## src/rtl/alu_ctrl.sv

```systemverilog
// alu_ctrl: register file plus command sequencer that drives the external
// 16-bit ripple ALU. One three-address command is processed every four cycles:
// accept, read operands, let the ALU settle, write back.
//
// state | meaning
// ------+---------------------------------------------------------------
// IDLE  | ready for a command; direct loads accepted when no command
// READ  | operands and opcode registered onto the ALU inputs
// EXEC  | ALU inputs stable; result and carry captured
// WB    | result written to regs[rd], res/carry updated, done pulses
module alu_ctrl #(
    parameter int W    = 16,
    parameter int NREG = 8,
    parameter int AW   = 3
) (
    input  logic          clk,
    input  logic          reset,
    input  logic          cmd_valid,
    output logic          cmd_ready,
    input  logic [1:0]    cmd_op,
    input  logic [AW-1:0] cmd_rd,
    input  logic [AW-1:0] cmd_rs1,
    input  logic [AW-1:0] cmd_rs2,
    input  logic          ld_en,
    input  logic [AW-1:0] ld_addr,
    input  logic [W-1:0]  ld_data,
    output logic [1:0]    alu_op,
    output logic [W-1:0]  alu_i0,
    output logic [W-1:0]  alu_i1,
    input  logic [W-1:0]  alu_o,
    input  logic          alu_cout,
    output logic          done,
    output logic [W-1:0]  res,
    output logic          carry,
    input  logic [AW-1:0] dbg_addr,
    output logic [W-1:0]  dbg_data
);

    localparam logic [1:0] IDLE = 2'd0;
    localparam logic [1:0] READ = 2'd1;
    localparam logic [1:0] EXEC = 2'd2;
    localparam logic [1:0] WB   = 2'd3;

    logic [1:0]    state_q, state_d;
    logic [1:0]    op_q;
    logic [AW-1:0] rd_q, rs1_q, rs2_q;
    logic [1:0]    alu_op_q;
    logic [W-1:0]  alu_i0_q, alu_i1_q;
    logic [W-1:0]  res_next_q;
    logic          cout_next_q;
    logic [W-1:0]  res_q;
    logic          carry_q;
    logic [W-1:0]  regs_q [NREG];

    logic accept;
    logic load;

    // A command handshake in IDLE takes priority over a coincident direct load.
    assign accept = (state_q == IDLE) && cmd_valid;
    assign load   = (state_q == IDLE) && ld_en && !cmd_valid;

    // Fixed four-state sequence; only IDLE waits on an input.
    always_comb begin
        state_d = state_q;
        case (state_q)
            IDLE:    if (cmd_valid) state_d = READ;
            READ:    state_d = EXEC;
            EXEC:    state_d = WB;
            WB:      state_d = IDLE;
            default: state_d = IDLE;
        endcase
    end

    // State, command latch, ALU operand registers, result capture and flags.
    always_ff @(posedge clk) begin
        if (reset) begin
            state_q     <= IDLE;
            op_q        <= '0;
            rd_q        <= '0;
            rs1_q       <= '0;
            rs2_q       <= '0;
            alu_op_q    <= '0;
            alu_i0_q    <= '0;
            alu_i1_q    <= '0;
            res_next_q  <= '0;
            cout_next_q <= 1'b0;
            res_q       <= '0;
            carry_q     <= 1'b0;
        end else begin
            state_q <= state_d;
            if (accept) begin
                op_q  <= cmd_op;
                rd_q  <= cmd_rd;
                rs1_q <= cmd_rs1;
                rs2_q <= cmd_rs2;
            end
            if (state_q == READ) begin
                alu_op_q <= op_q;
                alu_i0_q <= regs_q[rs1_q];
                alu_i1_q <= regs_q[rs2_q];
            end
            if (state_q == EXEC) begin
                res_next_q  <= alu_o;
                cout_next_q <= alu_cout;
            end
            if (state_q == WB) begin
                res_q <= res_next_q;
                // Logic ops leave the carry flag untouched.
                if (!op_q[1]) carry_q <= cout_next_q;
            end
        end
    end

    // Register file: writeback in WB, direct loads only in IDLE (never both).
    always_ff @(posedge clk) begin
        if (reset) begin
            for (int i = 0; i < NREG; i++) regs_q[i] <= '0;
        end else if (state_q == WB) begin
            regs_q[rd_q] <= res_next_q;
        end else if (load) begin
            regs_q[ld_addr] <= ld_data;
        end
    end

    assign cmd_ready = (state_q == IDLE);
    assign done      = (state_q == WB);
    assign alu_op    = alu_op_q;
    assign alu_i0    = alu_i0_q;
    assign alu_i1    = alu_i1_q;
    assign res       = res_q;
    assign carry     = carry_q;
    assign dbg_data  = regs_q[dbg_addr];

endmodule

```

## config.mk

```make
export PLATFORM = sky130hd
export DESIGN_NAME = alu_ctrl
export DESIGN_NICKNAME = d
export VERILOG_FILES = /design/src/rtl/alu_ctrl.sv
export SDC_FILE = /design/constraint.sdc
export NUM_CORES = 1
export LEC_CHECK = 0
export ABC_CLOCK_PERIOD_IN_PS = 3500
export CELL_PAD_IN_SITES_DETAIL_PLACEMENT = 1
export CELL_PAD_IN_SITES_GLOBAL_PLACEMENT = 1
export CORE_AREA = 2 2 192 194
export CTS_BUF_LIST = sky130_fd_sc_hd__clkbuf_4
export CTS_CLUSTER_DIAMETER = 50
export DETAILED_ROUTE_END_ITERATION = 10
export DIE_AREA = 0 0 194 196
export PLACE_DENSITY = 0.62
export SYNTH_ARGS = -nofsm -noshare
export SYNTH_HDL_FRONTEND = slang
export SYNTH_SLANG_ARGS = --single-unit
```

## constraint.sdc

```tcl
create_clock -name clk -period 3.5 [get_ports clk]
set_clock_uncertainty 0.15 [all_clocks]
set_input_delay 0.35 -clock clk [delete_from_list [all_inputs] [get_ports clk]]
set_output_delay 0.35 -clock clk [all_outputs]
set_load 0.05 [all_outputs]
```

==> summary.txt, run 1 <==
outcome - finished clean
DR WL/cell - 24.1 µm
category of the most critical setup path - reg -> out
setup slack of the worst register-to-register path - 0.72 ns
arrival time of data at the critical path endpoint - 2.31 ns
ratio of total power to cell area - 595 mW/mm²
initial core utilization - 31.3%
number of buffer cells added on primary ports - 122
DP Cell Count - 1439
total of flip-flops plus latches after synthesis - 209
leakage power - 4.83 nW
GRT Resource Usage Total - 19.3%
area of the core region - 0.0361 mm²
syn_nets - 981
Final min period - 2.81 ns
TritonCTS clock tree - done
global route overflow - 0
Setup Viol. Count Final - 0
total negative slack - 0 ns
count of standard-cell rows - 70
dominant register cell in the synthesized netlist - edfxtp_1
remaining antenna violation count after routing - 0
list of cells traversed by the critical path - ha_1 -> clkdlybuf4s50_1
maximum fanout encountered on the critical timing path - 6
number of primary I/O pins - 123
Worst-Skew Late Latency - 0.73 ns
level count of the clock H-tree - 2
cell area after synthesis - 0.0113 mm²
Max-Slew Margin vs Limit - 27.5%
number of DRC markers after the initial detailed-route iteration - 503
slew at the pin closest to its max-slew limit - 1.09 ns
HPWL reported at the end of detailed placement - 26100 µm
Post-Synthesis Cells - 922
setup bufs post-CTS - 0
critical path capture point type - output port
Vias - 8509
number of remaining DRC errors - 0
total count of max-transition violations in the final report - 0
Yosys warning count - 0
buffer cell driving the clock tree root - clkbuf_4
final hold violation count - 0
largest net degree at the start of global routing - 67
Fmax achieved - 0.356 GHz
classification of the worst-slack hold path - in -> reg
Synth cell types - 38
share of the clock period used by the worst path after layout - 80.1%
maximum root-to-sink buffer count - 3
critical path startpoint category - flop
number of cells in the finished layout apart from fillers - 1544
ratio of cells with drive above 1 in the final layout - 20.7%
tightest hold margin - 0.0704 ns
wire length reported by the detailed router - 37300 µm
slowest stage delay, CP - 0.86 ns
clk sinks - 209
CTS buffer count - 56
setup repair after global routing missed its margin - no
sequential area share after synthesis - 48.3%
standard cell with the maximum stage delay on the critical path - clkdlybuf4s50_1
GP Congestion - 0.825
Synth async-reset ratio - 0%
height of the die - 196 µm
chip width - 194 µm
detailed-routing iteration count for the pre-antenna-repair pass - 5
first-pass GRT wire length - 56500 µm
post-cts repair resize count - 0
highest ir drop seen on vdd - 266 µV
Synth-to-Final Area Change - 21.5%
number of flops mapped to enable cells by yosys - 128
Vias/cell - 5.51
Die ar. - 0.0380 mm²
clock transition at the registers of the reported paths - 0.06 ns
post-synthesis average cell area - 12.3 µm²
antenna violations before repair - 1
required time worst endpoint - 3.00 ns
number of nets in the layout - 1091
Total Power Consumption - 8.19 mW
post-route core utilization - 38.1%
max cap viols - 0
number of global-route vias before repair - 8880
sequential cells by signal, indices dropped and copies added, names as in the netlist:
signal       count
regs_q         128
alu_i0          16
alu_i1          16
res             16
res_next_q      16
rd_q             3
rs1_q            3
rs2_q            3
alu_op           2
op_q             2
state_q          2
carry            1
cout_next_q      1
synth_stat cells (all sizes together) (29+ instances only):
master	count	share of area, %
a22o	128	9.9
clkbuf	52	1.7
nor2	79	2.6
dfxtp	81	14
a221o	32	2.8
mux4	32	6.4
edfxtp	128	34
a211oi	33	2.2
mux2	80	8.0
buf	59	2.4
nand2	29	0.96
mux2i	101	8.9
o22ai	32	1.8
routing by layer:
layer / GRT usage [%] / share of wire, % / vias up / wire [µm]
met3: 3.78 / 6.7 / 58 / 2500
met2: 29.9 / 44 / 307 / 16500
met1: 27.3 / 47 / 4251 / 17500
met5: 0 / 0 / - / 0
met4: 6.00 / 2.0 / 0 / 735
li1: - / - / 3893 / -
cell families (layout without fill, tap and decap cells):
family	Yosys count	after routing	share of synthesized area, %
simple gates	143	143	6.21
buf+inv	113	266	4.24
flops	209	209	48.3
compound gates	239	239	17.4
mux	213	213	23.3
fa+ha+maj	5	5	0.553
other cells	0	1	0
where the power goes:
group	total (mW)	internal [mW]	switching [mW]
clock network	2.28	1.25	1.03
logic	2.67	1.00	1.67
registers	3.24	2.91	0.323
total	8.19	5.17	3.02
per-stage QoR:
stage,setup slack [ns],cell area (µm²)
final,0.695,13700
after global routing,0.527,13700
after CTS,0.614,13700
after detailed placement,0.623,13000
after global placement,0.658,13000
after floorplan,0.350,11300
critical path: cells and delay by family, from the launching register on:
kind	cells	cell delay (ns)
adders and majority gates	1	0.33
DFF	1	0.38
buffers and inverters	1	0.86
layout make-up:
| class | count | area [µm²] |
|---|---|---|
| clock buffers | 92 | 691 |
| fillers | 3921 | 22300 |
| repair buffers | 163 | 1530 |
| clock inverters | 9 | 61.3 |
| diodes | 1 | 2.50 |
| well taps | 468 | 586 |
| multi-input cells | 600 | 5410 |
| flip-flops and latches | 209 | 5470 |
| inverters | 2 | 7.51 |
placed cells by master, fill, tap and decap left out, types with 2 or more instances in the layout:
master and n:
a211oi_1 33, a21oi_1 11, a221o_1 32, a22o_1 128
a311o_1 2, buf_12 3, buf_4 52, clkbuf_4 92
clkdlybuf4s50_1 104, clkinv_1 7, dfxtp_1 79, dfxtp_2 2
dlygate4sd3_1 3, edfxtp_1 128, ha_1 4, inv_1 2
mux2_1 54, mux2_2 26, mux2i_1 101, mux4_2 32
nand2_1 29, nand2b_1 4, nor2_1 77, nor2_2 2
nor2b_1 3, nor2b_2 2, nor3_1 5, nor4_2 2
nor4b_4 2, o22ai_1 32, or3_1 6
final timing paths:
kind | to | cells past startpoint | startpoint
setup / recovery | done | 2 | state_q[1]$_SDFFE_PP0P_
hold / removal | rs1_q[1]$_SDFFE_PP0P_ | 3 | cmd_rs1[1]
setup reg to reg | regs_q[5][3]$_SDFFCE_PN0P_ | 7 | state_q[1]$_SDFFE_PP0P_
hold reg to reg | op_q[0]$_SDFFE_PP0P_ | 2 | op_q[0]$_SDFFE_PP0P_
what timing repair did:
| action | 4_1_cts | 5_1_grt |
|---|---|---|
| setup endpoints to repair | 0 | 0 |
| hold endpoints to repair | 8 | 0 |
| hold buffers | 3 | 0 |
No activity file was read; power rests on OpenSTA's default activity.
==> run 2, diff against run 1 <==
--- a/config.mk
+++ b/config.mk
@@ -5,7 +5,7 @@
 export SDC_FILE = /design/constraint.sdc
 export NUM_CORES = 1
 export LEC_CHECK = 0
-export ABC_CLOCK_PERIOD_IN_PS = 3500
+export ABC_CLOCK_PERIOD_IN_PS = 2900
 export CELL_PAD_IN_SITES_DETAIL_PLACEMENT = 1
 export CELL_PAD_IN_SITES_GLOBAL_PLACEMENT = 1
 export CORE_AREA = 2 2 192 194
==> constraint.sdc (replaced) <==
create_clock -name clk -period 2.9 [get_ports clk]
set_clock_uncertainty 0.15 [all_clocks]
set_input_delay 0.29 -clock clk [delete_from_list [all_inputs] [get_ports clk]]
set_output_delay 0.29 -clock clk [all_outputs]
set_load 0.05 [all_outputs]
==> run 2 against run 1 <==
Wire length is 1.3% lower; sequential cell count unchanged; via count rose by 2.4%; combinational power increased by 21%; worst hold slack worse by 0.018 ns; sequential share of layout area decreased by 0.84 points; final area rose by 2.1%; core utilization increased by 0.82 points; first-iteration DRC count rose by 14%; critical endpoint is now cmd_ready; largest power group unchanged.
==> summary.txt, run 2 (synthesized netlist as in run 1, its figures left out) <==
outcome - finished clean (unchanged)
chip width - 194 µm (unchanged)
origin of the critical flop-to-flop path - state_q[0]$_SDFFE_PP0P_ (was state_q[1]$_SDFFE_PP0P_)
Vias - 8717 (was 8509)
global route overflow - 0 (unchanged)
largest net degree at the start of global routing - 67 (unchanged)
CTS buffer count - 57 (was 56)
Final min period - 2.67 ns
TritonCTS clock tree - done (unchanged)
GP Congestion - 0.816 (was 0.825)
first-pass GRT wire length - 56200 µm (was 56500 µm)
critical path startpoint category - flop (unchanged)
detailed-routing iteration count for the pre-antenna-repair pass - 5 (unchanged)
combined buffer and inverter count along the critical path - 2 (was 1)
register with the most flip-flops - regs_q (unchanged)
post-cts repair resize count - 0 (unchanged)
maximum fanout encountered on the critical timing path - 5 (was 6)
buffer cell driving the clock tree root - clkbuf_4 (unchanged)
number of nets in the layout - 1115 (was 1091)
Worst-Skew Late Latency - 0.71 ns (was 0.73 ns)
Worst Hold End - res_next_q[2]$_SDFFE_PP0P_ (was rs1_q[1]$_SDFFE_PP0P_)
height of the die - 196 µm (unchanged)
level count of the clock H-tree - 2 (unchanged)
clock transition at the registers of the reported paths - 0.06 ns (about the same)
number of primary I/O pins - 123 (unchanged)
capture point of the worst reg-to-reg path - regs_q[4][6]$_SDFFCE_PN0P_ (was regs_q[5][3]$_SDFFCE_PN0P_)
clk sinks - 209 (unchanged)
DR WL/cell - 23.4 µm (was 24.1 µm)
Die ar. - 0.0380 mm² (unchanged)
count of standard-cell rows - 70 (unchanged)
combined area of the multi-input logic cells - 0.00541 mm² (about the same)
area of the core region - 0.0361 mm² (unchanged)
worst setup slack after placement - 0.246 ns (was 0.623 ns)
remaining antenna violation count after routing - 0 (unchanged)
Largest delay share family, worst path - buffers and inverters (unchanged)
flip-flop count of the largest register, all copies and words added - 128 (unchanged)
standard cell with the maximum stage delay on the critical path - clkdlybuf4s50_1 (unchanged)
Synth-to-Final Area Change - 24.2% (was 21.5%)
number of DRC markers after the initial detailed-route iteration - 571 (was 503)
Total Power Consumption - 10.0 mW (was 8.19 mW)
Fmax achieved - 0.374 GHz
Setup WS post-layout - 0.229 ns (was 0.695 ns)
hold_sp - alu_o[2] (was cmd_rs1[1])
GRT Resource Usage Total - 19.1% (was 19.3%)
HPWL reported at the end of detailed placement - 26400 µm (was 26100 µm)
post-place instance area - 0.0131 mm² (was 0.0130 mm²)
highest ir drop seen on vdd - 296 µV (was 266 µV)
leakage power - 4.97 nW (was 4.83 nW)
Hold Path Depth - 3 (unchanged)
ratio of cells with drive above 1 in the final layout - 21.3% (was 20.7%)
slew at the pin closest to its max-slew limit - 0.670 ns (was 1.09 ns)
Vias/cell - 5.56 (was 5.51)
critical path capture point type - output port (unchanged)
fin area - 0.0140 mm² (was 0.0137 mm²)
number of filler instances in the final layout - 3888 (was 3921)
number of global-route vias before repair - 8881 (was 8880)
classification of the worst-slack hold path - in -> reg (unchanged)
register area - 0.00547 mm² (unchanged)
slowest stage delay, CP - 0.82 ns (was 0.86 ns)
antenna violations before repair - 1 (unchanged)
category of the most critical setup path - reg -> out (unchanged)
Max-Slew Margin vs Limit - 55.4% (was 27.5%)
commonest cells after routing, fill and taps aside - a22o_1, edfxtp_1, clkdlybuf4s50_1 (unchanged)
number of remaining DRC errors - 0 (unchanged)
setup repair after global routing missed its margin - no (unchanged)
Setup Viol. Count Final - 0 (unchanged)
wire length reported by the detailed router - 36800 µm (was 37300 µm)
share of the clock period used by the worst path after layout - 92.1%
setup slack of the worst register-to-register path - 0.31 ns (was 0.72 ns)
total negative slack - 0 ns (unchanged)
max cap viols - 0 (unchanged)
initial core utilization - 31.3% (unchanged)
required time worst endpoint - 2.46 ns (was 3.00 ns)
Reg2Reg Depth - 6 (was 7)
total count of max-transition violations in the final report - 0 (unchanged)
arrival time of data at the critical path endpoint - 2.23 ns (was 2.31 ns)
ratio of total power to cell area - 712 mW/mm² (was 595 mW/mm²)
maximum root-to-sink buffer count - 3 (unchanged)
final hold violation count - 0 (unchanged)
list of cells traversed by the critical path - inv_1 -> ha_2 -> clkdlybuf4s50_1 (was ha_1 -> clkdlybuf4s50_1)
number of buffer cells added on primary ports - 122 (unchanged)
run 2: final cells by class:
class                   instances  area share (%)
flip-flops and latches        209            38.9
inverters                       2          0.0535
well taps                     468            4.17
clock buffers                  90            4.81
multi-input cells             600            38.6
clock inverters                13           0.739
repair buffers                186            12.7
diodes                          1          0.0178
run 2: worst max-delay path by stage:
stage,end,from,cells past startpoint,slack [ns]
after floorplan,regs_q[0][0]$_SDFFCE_PN0P_,state_q[0]$_SDFFE_PP0P_,5,0.13
after global placement,regs_q[6][10]$_SDFFCE_PN0P_,ld_en,7,0.26
after detailed placement,regs_q[4][9]$_SDFFCE_PN0P_,ld_en,5,0.25
after CTS,cmd_ready,state_q[1]$_SDFFE_PP0P_,3,0.16
after global routing,cmd_ready,state_q[1]$_SDFFE_PP0P_,3,0.13
final,cmd_ready,state_q[0]$_SDFFE_PP0P_,3,0.23
run 2: per-layer routing:
metal	track usage, %	routed length (µm)	part of all wire (%)	vias to the layer above
met4	4.94	620	1.7	0
met1	28.2	17700	48	4410
met5	0	0	0	-
met3	3.21	2440	6.6	51
met2	28.9	16000	44	314
li1	-	-	-	3942
run 2: what timing repair did:
item / 4_1_cts / 5_1_grt
hold endpoints to repair: 18 / 0
setup buffers: 0 / 0
setup endpoints to repair: 0 / 0
hold buffers: 19 / 0
run 2: where the power goes:
group          switching, mW  leakage, nW  total [mW]  internal [mW]
combinational           1.97         2.51        3.23           1.26
sequential             0.407         1.99        3.93           3.52
clock                   1.28        0.467        2.85           1.57
run 2: worst register-to-register path, stage by stage, from the launching register on:
cell and delay, ns:
dfxtp_1 0.33, inv_1 0.14, ha_2 0.23, nand2_1 0.09, or4_1 0.53, nor4b_4 0.31
a311o_2 0.43
run 2: per-stage QoR:
step	util, %	hold WS, ns	instances
3_3_place_gp	36.2	0.297	1446
2_1_floorplan	-	0.276	922
5_1_grt	38.9	0.0263	1569
4_1_cts	38.9	0.000920	1568
3_5_place_dp	36.2	0.324	1446
6_report	38.9	0.0528	1569
==> run 3, diff against run 2 <==
==> config.mk (replaced) <==
export PLATFORM = sky130hd
export DESIGN_NAME = alu_ctrl
export DESIGN_NICKNAME = d
export VERILOG_FILES = /design/src/rtl/alu_ctrl.sv
export SDC_FILE = /design/constraint.sdc
export NUM_CORES = 1
export LEC_CHECK = 0
export ABC_CLOCK_PERIOD_IN_PS = 2900
export CORE_AREA = 2 2 192 194
export CTS_BUF_LIST = sky130_fd_sc_hd__clkbuf_4
export CTS_CLUSTER_DIAMETER = 50
export DETAILED_ROUTE_END_ITERATION = 10
export DIE_AREA = 0 0 194 196
export HOLD_SLACK_MARGIN = 0.03
export PLACE_DENSITY = 0.54
export SYNTH_ARGS = -nofsm -noshare
export SYNTH_HDL_FRONTEND = slang
export SYNTH_SLANG_ARGS = --single-unit
==> run 3 against run 2 <==
Sequential share of layout area fell by 0.47 points; largest cell class unchanged; worst setup slack got worse by 0.029 ns; via count fell by 1.4%; wire length fell by 2.6%.
==> summary.txt, run 3 (synthesized netlist as in run 1, its figures left out) <==
outcome - finished clean (unchanged)
slew at the pin closest to its max-slew limit - 0.627 ns (was 0.670 ns)
global route overflow - 0 (unchanged)
largest net degree at the start of global routing - 66 (was 67)
commonest cells after routing, fill and taps aside - a22o_1, edfxtp_1, clkdlybuf4s50_1 (unchanged)
Final min period - 2.70 ns (was 2.67 ns)
switching share of power - 36.6% (was 36.5%)
arrival time of data at the critical path endpoint - 2.93 ns (was 2.23 ns)
flip-flop count of the largest register, all copies and words added - 128 (unchanged)
maximum root-to-sink buffer count - 3 (unchanged)
Worst-Skew Late Latency - 0.73 ns (was 0.71 ns)
max cap viols - 0 (unchanged)
category of the most critical setup path - reg -> reg (was reg -> out)
remaining antenna violation count after routing - 0 (unchanged)
initial core utilization - 31.3% (unchanged)
DR WL/cell - 22.5 µm (was 23.4 µm)
ratio of total power to cell area - 707 mW/mm² (was 712 mW/mm²)
number of filler instances in the final layout - 3523 (was 3888)
classification of the worst-slack hold path - in -> reg (unchanged)
Vias/cell - 5.39 (was 5.56)
CTS buffer count - 57 (unchanged)
highest ir drop seen on vdd - 263 µV (was 296 µV)
detailed-routing iteration count for the pre-antenna-repair pass - 5 (unchanged)
share of the clock period used by the worst path after layout - 93.1% (was 92.1%)
critical path capture point type - flop (was output port)
worst setup slack after placement - 0.138 ns (was 0.246 ns)
post-route core utilization - 39.4% (was 38.9%)
proportion of power drawn by combinational gates - 33.0% (was 32.2%)
register with the most flip-flops - regs_q (unchanged)
number of primary I/O pins - 123 (unchanged)
TritonCTS clock tree - done (unchanged)
total count of max-transition violations in the final report - 0 (unchanged)
Setup Viol. Count Final - 0 (unchanged)
clock network fraction of total power - 28.4% (was 28.5%)
Synth-to-Final Area Change - 25.7% (was 24.2%)
leakage power - 5.06 nW (was 4.97 nW)
amount of wire on met3 after detailed routing - 2330 µm (was 2440 µm)
Max-Slew Margin vs Limit - 58.2% (was 55.4%)
HPWL reported at the end of detailed placement - 24500 µm (was 26400 µm)
Die ar. - 0.0380 mm² (unchanged)
height of the die - 196 µm (unchanged)
uppermost layer routed - met4 (unchanged)
number of buffer cells added on primary ports - 122 (unchanged)
level count of the clock H-tree - 2 (unchanged)
number of DRC markers after the initial detailed-route iteration - 810 (was 571)
chip width - 194 µm (unchanged)
power spent charging and discharging nets - 3.68 mW (was 3.65 mW)
number of nets in the layout - 1136 (was 1115)
final hold violation count - 0 (unchanged)
critical path startpoint category - flop (unchanged)
clock transition at the registers of the reported paths - 0.06 ns (about the same)
number of global-route vias before repair - 8698 (was 8881)
GRT Resource Usage Total - 18.6% (was 19.1%)
routed metal-1 wirelength - 16600 µm (was 17700 µm)
count of standard-cell rows - 70 (unchanged)
number of remaining DRC errors - 0 (unchanged)
buffer cell driving the clock tree root - clkbuf_4 (unchanged)
maximum fanout encountered on the critical timing path - 16 (was 5)
total negative slack - 0 ns (unchanged)
setup repair after global routing missed its margin - no (unchanged)
Setup WS post-layout - 0.200 ns (was 0.229 ns)
Int Pwr - 6.37 mW (was 6.35 mW)
register share of total power - 38.7% (was 39.2%)
Vias - 8595 (was 8717)
first-pass GRT wire length - 54200 µm (was 56200 µm)
antenna violations before repair - 1 (unchanged)
required time worst endpoint - 3.13 ns (was 2.46 ns)
wire length reported by the detailed router - 35800 µm (was 36800 µm)
GP Congestion - 0.848 (was 0.816)
sum of met2 wire segment lengths after detailed routing - 15900 µm (was 16000 µm)
Fmax achieved - 0.370 GHz (was 0.374 GHz)
area of the core region - 0.0361 mm² (unchanged)
clk sinks - 209 (unchanged)
ratio of cells with drive above 1 in the final layout - 20.4% (was 21.3%)
## run 3: final timing paths
check,slack (ns),startpoint,cells after the start,end
setup / recovery,0.20,state_q[0]$_SDFFE_PP0P_,8,regs_q[2][0]$_SDFFCE_PN0P_
hold / removal,0.12,alu_o[8],3,res_next_q[8]$_SDFFE_PP0P_
setup reg to reg,0.20,state_q[0]$_SDFFE_PP0P_,8,regs_q[2][0]$_SDFFCE_PN0P_
hold reg to reg,0.33,alu_i1[15]$_SDFFE_PP0N_,2,alu_i1[15]$_SDFFE_PP0N_
## run 3: power groups by stage
stage	Combinational [mW]	Clock, mW	Sequential (mW)
floorplan	1.73	0	4.36
global placement	3.25	0	3.94
detailed placement	3.28	0	3.95
CTS	3.34	2.94	3.89
global route	3.55	3.08	3.94
finish	3.31	2.85	3.89
## run 3: layer usage
| layer | vias up | global-route usage [%] |
|---|---|---|
| li1 | 4001 | - |
| met1 | 4232 | 25.8 |
| met2 | 292 | 28.2 |
| met3 | 70 | 3.75 |
| met4 | 0 | 7.97 |
| met5 | - | 0 |
## run 3: timing repair
item / in CTS / in global routing
gates resized for setup: 0 / 0
setup buffers: 0 / 0
hold buffers: 36 / 0
endpoints found under the setup margin: 0 / 0
endpoints found under the hold margin: 62 / 0
## run 3: final cells by class
class	instances	area, µm²	share of cell area [%]
flip-flops and latches	209	5470	38.5
multi-input cells	600	5400	38.0
repair buffers	207	1960	13.8
clock buffers	81	608	4.28
well taps	468	586	4.12
clock inverters	26	181	1.28
inverters	2	7.51	0.0528
diodes	1	2.50	0.0176
## run 3: worst max-delay path, cell delays in order (launching register included)
cell and delay (ns):
dfxtp_1 0.33, inv_1 0.13, ha_2 0.23, nand2_1 0.08, or4_1 0.62, buf_4 0.25, nor3b_4 0.17, or3_1 0.13
buf_4 0.27
## run 3: per-stage QoR
| stage | instances | cell area (µm²) | hold WS (ns) | power [mW] |
|---|---|---|---|---|
| after floorplan | 922 | 11300 | 0.276 | 6.09 |
| after detailed placement | 1450 | 13100 | 0.307 | 7.23 |
| final | 1594 | 14200 | 0.115 | 10.0 |
| after global placement | 1450 | 13100 | 0.301 | 7.19 |
| after global routing | 1594 | 14200 | 0.0636 | 10.6 |
| after CTS | 1593 | 14200 | 0.0658 | 10.2 |
